$ cat src/rtl/program_loader.sv
// Byte-stream bootloader: decodes framed program images into instruction-memory writes and gates cpu_en.
// Optional inter-byte frame timeout is compiled in with `define LOADER_TIMEOUT_EN.
module program_loader #(
  parameter int ADDR_W         = 11,
  parameter int TIMEOUT_CYCLES = 1024
) (
  input  logic              clk,
  input  logic              reset,
  input  logic [7:0]        in_data,
  input  logic              in_valid,
  output logic              in_ready,
  output logic [31:0]       w_instruction,
  output logic              w_enable,
  output logic [ADDR_W-1:0] w_adrs,
  output logic              cpu_en,
  output logic              busy,
  output logic              err,
  output logic              done
);

  localparam logic [7:0] CMD_START = 8'hA5;
  localparam logic [7:0] CMD_RUN   = 8'h5A;
  localparam logic [7:0] CMD_HALT  = 8'hC3;

  // Address is assembled from a 16-bit header, so widths above 16 are not representable.
  if (ADDR_W < 1 || ADDR_W > 16 || TIMEOUT_CYCLES < 2) begin : g_param_check
    $error("program_loader: ADDR_W must be 1..16 and TIMEOUT_CYCLES at least 2");
  end

  typedef enum logic [2:0] {
    S_IDLE,
    S_ADDR_HI,
    S_ADDR_LO,
    S_COUNT,
    S_DATA,
    S_WRITE,
    S_CHKSUM
  } state_t;

  state_t            state, state_n;
  logic              accept;
  logic [7:0]        addr_hi_q;
  logic [ADDR_W-1:0] addr_q;
  logic [8:0]        words_left;
  logic [1:0]        byte_idx;
  logic [23:0]       shift_q;
  logic [7:0]        csum;
  logic              timeout;

  assign accept = in_valid && in_ready;

`ifdef LOADER_TIMEOUT_EN
  localparam int IDLE_W = $clog2(TIMEOUT_CYCLES + 1);
  logic [IDLE_W-1:0] idle_cnt;
  logic              in_frame;

  assign in_frame = (state != S_IDLE) && (state != S_WRITE);
  assign timeout  = in_frame && !accept && (idle_cnt == IDLE_W'(TIMEOUT_CYCLES - 1));

  always_ff @(posedge clk or posedge reset) begin
    if (reset)
      idle_cnt <= '0;
    else if (!in_frame || accept || timeout)
      idle_cnt <= '0;
    else
      idle_cnt <= idle_cnt + 1'b1;
  end
`else
  assign timeout = 1'b0;
`endif

  always_ff @(posedge clk or posedge reset) begin
    if (reset)
      state <= S_IDLE;
    else
      state <= state_n;
  end

  always_comb begin
    state_n  = state;
    in_ready = (state != S_WRITE);
    w_enable = (state == S_WRITE);
    busy     = (state != S_IDLE);
    case (state)
      S_IDLE:    if (accept && in_data == CMD_START) state_n = S_ADDR_HI;
      S_ADDR_HI: if (accept) state_n = S_ADDR_LO;
      S_ADDR_LO: if (accept) state_n = S_COUNT;
      S_COUNT:   if (accept) state_n = S_DATA;
      S_DATA:    if (accept && byte_idx == 2'd3) state_n = S_WRITE;
      S_WRITE:   state_n = (words_left == 9'd1) ? S_CHKSUM : S_DATA;
      S_CHKSUM:  if (accept) state_n = S_IDLE;
      default:   state_n = S_IDLE;
    endcase
    if (timeout)
      state_n = S_IDLE;
  end

  always_ff @(posedge clk or posedge reset) begin
    if (reset) begin
      addr_hi_q     <= '0;
      addr_q        <= '0;
      words_left    <= '0;
      byte_idx      <= '0;
      shift_q       <= '0;
      csum          <= '0;
      w_instruction <= '0;
      w_adrs        <= '0;
      cpu_en        <= 1'b0;
      err           <= 1'b0;
      done          <= 1'b0;
    end else begin
      done <= 1'b0;
      case (state)
        S_IDLE: begin
          if (accept) begin
            case (in_data)
              CMD_START: begin
                cpu_en <= 1'b0;
                err    <= 1'b0;
                csum   <= '0;
              end
              CMD_RUN:  if (!err) cpu_en <= 1'b1;
              CMD_HALT: cpu_en <= 1'b0;
              default:  ;
            endcase
          end
        end
        S_ADDR_HI: begin
          if (accept) begin
            addr_hi_q <= in_data;
            csum      <= csum ^ in_data;
          end
        end
        S_ADDR_LO: begin
          if (accept) begin
            addr_q <= ADDR_W'({addr_hi_q, in_data});
            csum   <= csum ^ in_data;
          end
        end
        S_COUNT: begin
          if (accept) begin
            words_left <= (in_data == 8'd0) ? 9'd256 : {1'b0, in_data};
            byte_idx   <= '0;
            csum       <= csum ^ in_data;
          end
        end
        S_DATA: begin
          if (accept) begin
            shift_q  <= {shift_q[15:0], in_data};
            byte_idx <= byte_idx + 2'd1;
            csum     <= csum ^ in_data;
            // Latch the write port at the 4th byte so it is valid in WRITE and held afterwards.
            if (byte_idx == 2'd3) begin
              w_instruction <= {shift_q, in_data};
              w_adrs        <= addr_q;
            end
          end
        end
        S_WRITE: begin
          addr_q     <= addr_q + 1'b1;
          words_left <= words_left - 9'd1;
        end
        S_CHKSUM: begin
          if (accept) begin
            if (in_data != csum) err <= 1'b1;
            done <= 1'b1;
          end
        end
        default: ;
      endcase
      if (timeout) begin
        err  <= 1'b1;
        done <= 1'b1;
      end
    end
  end

endmodule

$ cat config.mk
export PLATFORM = sky130hd
export DESIGN_NAME = program_loader
export DESIGN_NICKNAME = d
export VERILOG_FILES = /design/src/rtl/program_loader.sv
export SDC_FILE = /design/constraint.sdc
export NUM_CORES = 1
export LEC_CHECK = 0
export CAP_MARGIN = 10
export CORE_ASPECT_RATIO = 2
export CORE_UTILIZATION = 25
export CTS_BUF_LIST = sky130_fd_sc_hd__clkbuf_4
export CTS_CLUSTER_SIZE = 30
export DETAILED_ROUTE_END_ITERATION = 12
export PLACE_DENSITY_LB_ADDON = 0.25
export RECOVER_POWER = 100
export SLEW_MARGIN = 20
export SYNTH_ARGS = -nofsm -noshare
export SYNTH_HDL_FRONTEND = slang
export SYNTH_SLANG_ARGS = --single-unit
export TNS_END_PERCENT = 1
$ cat constraint.sdc
create_clock -name clk -period 3.4 [get_ports clk]
set_input_delay 0.68 -clock clk [delete_from_list [all_inputs] [get_ports clk]]
set_output_delay 0.68 -clock clk [all_outputs]
set_load 0.05 [all_outputs]
==> summary.md <==
| Metric | Value |
|---|---|
| Largest driver fanout on the critical path | `17` |
| Final weighted congestion in routability-driven placement | `0.800` |
| Total detailed-routing wirelength | `approximately 12 mm` |
| Synth-to-Final Area Change | `20.7%` |
| Max_cap viols | `1` |
| Vias in the first global route | `about 3,500` |
| Worst-case headroom to the max-slew limit | `0.00146` |
| Net count of the mapped netlist | `416` |
| Commonest register cell after synthesis | `sky130_fd_sc_hd__dfrtp_1` |
| Area fraction in and, or, nand and nor cells after synthesis | `0.145` |
| Overflow left after global routing | `0` |
| Count of cell types in the netlist | `just under 60` |
| Count of nets left with antenna violations after detail routing | `0` |
| Core box area | `18,800 um^2` |
| Path class of the lowest-slack min-delay path | `flip-flop to flip-flop` |
| Combinational family with the most area after synthesis | `multiplexers` |
| Via count of the routed design | `3,405` |
| Fraction of the yosys area taken by sequential cells | `0.549` |
| Avg Cell Area, Syn | `about 12 um^2` |
| Proportion of netlist area held by the largest area contributor | `0.549` |
| Half-perimeter wire length after placement | `8.43 mm` |
| Total global-route track usage | `0.126` |
| Horizontal extent of the die | `100 um` |
| Critical Path Source Type | `flip-flop` |
| Clock slew at the register clock pins of the worst setup and hold paths | `approximately 0.18 ns` |
| Post-CTS sizing | `0` |
| Commonest non-fill, non-tap cell in the layout | `sky130_fd_sc_hd__dfrtp_1` |
| Critical path endpoint category | `output pin` |
| LEAKAGE | `around 2.7 nW` |
| NumNets Final | `474` |
| Post-route DRC violation count | `0` |
| Crit path required time | `2.72 ns` |
| Outcome | `finished with violations` |
| Site row count | `71` |
| Final non-filler cell area | `5840 um^2` |
| Insertion delay of the later-clocked pin in the worst-skew pair | `about 0.50 ns` |
| Count of warnings emitted by yosys | `0` |
| DR pass1 iterations | `4` |
| Family with the most delay on the worst path | `buffers and inverters` |
| Power density cells | `687 nW/um^2` |
| Post-cts hold buffer count | `0` |
| Mux cell area share after synthesis | `0.165` |
| Portion of the clock cycle consumed by the worst path in the final layout | `0.903` |
| Worst path buffer plus inverter count | `1` |
| Global-route wire length before repair | `19.2 mm` |
| Number of setup buffers added after CTS | `0` |
| Number of buffers added by the clock tree synthesis step | `9` |
| Final Worst Setup Slack | `0.331 ns` |
| Period minus WS final | `about 3.1 ns` |
| Post-DP Area | `5740 um^2` |
| Slowest cell delay on critical path | `roughly 0.8 ns` |
| Vertical die dimension | `199 um` |
| Bufs on Longest Clock Path | `2` |
| Wire length per cell | `16.4 um` |
| Starting Density | `0.257` |
| Slew at the pin closest to its max-slew limit | `1.50 ns` |
| Critical path data arrival time | `2.39 ns` |
| Post-Place Worst Slack | `between 0.5 and 0.6 ns` |
| Number of antenna violations at the first check in global routing | `1` |
| Cell count after placement | `703` |
| Number of flops mapped to enable cells by yosys | `0` |
| Top Ports | `60` |
| Cell chain of the critical path | `or3_4 -> dlygate4sd3_1` |
| Area of the mapped netlist | `4840 um^2` |
| Number of storage elements in the synthesis netlist | `approximately 110` |
| DR iter-0 viols | `174` |
| Area fraction in compound gates after synthesis | `0.0934` |
| Cell chosen for the clock root | `sky130_fd_sc_hd__clkbuf_4` |
| Final Non-Filler Cells | `720` |
| Largest net degree at the start of global routing | `between 40 and 50` |
| Vias/cell | `4.73` |
| Violations in the final reports | `capacitance limit` |
| Post-Route Setup TNS | `0 ns` |
| Adder and majority gate portion of the synthesized area | `0.0103` |
| Async SR Flop Fraction | `1.00` |
| Top cells by area in the synthesized netlist | `sky130_fd_sc_hd__dfrtp_1 55%, sky130_fd_sc_hd__mux2_1 9.1%, sky130_fd_sc_hd__mux2_2 7.2%, sky130_fd_sc_hd__nor2_1 2.5%, sky130_fd_sc_hd__nand2_1 1.9%` |
| Maximum level of the CTS H-tree | `3` |
| Die Outline Area | `19,900 um^2` |
| Design Power | `4.01 mW` |
| Path type of the worst setup path | `flip-flop to output pin` |
| Unrepaired setup endpoints after global routing | `false` |
| Final Max Slew Viols | `0` |
| Commonest cells after routing, fill and taps aside | `106 x sky130_fd_sc_hd__dfrtp_1, 51 x sky130_fd_sc_hd__dlygate4sd3_1, 39 x sky130_fd_sc_hd__mux2_1` |
| TritonCTS clock tree | `built` |
| Crit-path slowest cell | `sky130_fd_sc_hd__dlygate4sd3_1` |
| Endpoints failing setup | `0` |
| Share of final-layout standard cells stronger than drive strength 1 | `0.134` |
| Peak supply drop | `0.000200 V` |
| Synthesized-area fraction occupied by xor and xnor cells | `0.00906` |
| Number of hold violations in the final report | `0` |
| # port buffers | `59` |
| Final Skew | `0.0293 ns` |
| Post-Synthesis Cells | `401` |
| Clock sink count | `between 100 and 150` |
| Peak clock frequency supported by timing | `roughly 0.33 GHz` |
| Cell type with the largest total area after synthesis | `sky130_fd_sc_hd__dfrtp_1` |
-- synthesized netlist by cell type (all sizes together) (2+ instances only) --
library cell,n
inv,6
buf,15
dfrtp,106
a21oi,12
mux2,70
nor2b,10
nand4,2
nand4bb,4
ha,4
or4,2
a211oi,3
a221o,9
nor4,3
o31ai,2
a311oi,3
a211o,2
nand4b,2
or3,3
o32ai,3
xnor2,4
a221oi,3
clkbuf,9
and3,3
o221a,3
o211ai,3
nor2,32
nand2,26
nand3,11
nor3b,5
nand2b,7
o21ai,11
nor3,7
-- path summary, 6_finish.rpt --
check / cells past startpoint / endpoint / from / slack, ns
worst max register to register: 4 / shift_q[21]$_DFFE_PP0P_ / state[2]$_DFFE_PP0P_ / 0.69
worst min-delay path: 1 / w_instruction[30]$_DFFE_PP0P_ / w_instruction[30]$_DFFE_PP0P_ / 0.51
worst min register to register: 1 / w_instruction[30]$_DFFE_PP0P_ / w_instruction[30]$_DFFE_PP0P_ / 0.51
worst max-delay path: 2 / busy / state[0]$_DFFE_PP0P_ / 0.33
max in group asynchronous: 3 / addr_q[3]$_DFFE_PP0P_ / reset / 0.82
min in group asynchronous: 2 / w_instruction[1]$_DFFE_PP0P_ / reset / 0.96
-- layout make-up --
class,count,area [um^2]
Antenna cell,1,2.50
Clock buffer,9,67.6
Clock inverter,7,85.1
Fill cell,1966,13000
Inverter,6,23.8
Multi-Input combinational cell,265,2030
Sequential cell,106,2650
Tap cell,255,319
Timing Repair Buffer,71,661
-- metal layers --
| layer | wire length (um) | GRT usage |
|---|---|---|
| met1 | 4680 | 0.139 |
| met2 | 6420 | 0.230 |
| met3 | 311 | 0.0176 |
| met4 | 404 | 0.0676 |
| met5 | 0 | 0 |
-- worst reg2reg max path: stages (launching register included) --
cell and delay, ns:
sky130_fd_sc_hd__dfrtp_1 0.70, sky130_fd_sc_hd__nand2_1 0.19, sky130_fd_sc_hd__nor3_4 0.18, sky130_fd_sc_hd__clkbuf_1 1.11
sky130_fd_sc_hd__mux2_2 0.45
-- stage by stage --
stage,util,hold WS (ns)
2_1_floorplan,-,0.452
3_3_place_gp,0.305,0.464
3_5_place_dp,0.305,0.480
4_1_cts,0.313,0.520
5_1_grt,0.310,0.535
6_report,0.310,0.509
-- where the power goes --
group	internal, mW	switching, mW
Sequential	1.63	0.374
Combinational	0.589	0.757
Clock	0.176	0.489
-- cells by family (layout without fill, tap and decap cells) --
kind of cell / after synthesis / after routing
simple gates: 125 / 125
buf+inv: 30 / 93
other cells: 0 / 1
xor+xnor: 5 / 5
flops: 106 / 106
mux: 71 / 71
fa+ha+maj: 4 / 4
compound gates: 60 / 60
-- flip-flops by register name, indices dropped and copies added (netlist names) --
name	count
w_instruction	32
shift_q	24
addr_q	11
w_adrs	11
words_left	9
csum	8
addr_hi_q	3
state	3
byte_idx	2
cpu_en	1
done	1
err	1
Note: power is estimated with default switching activity, not from simulation.
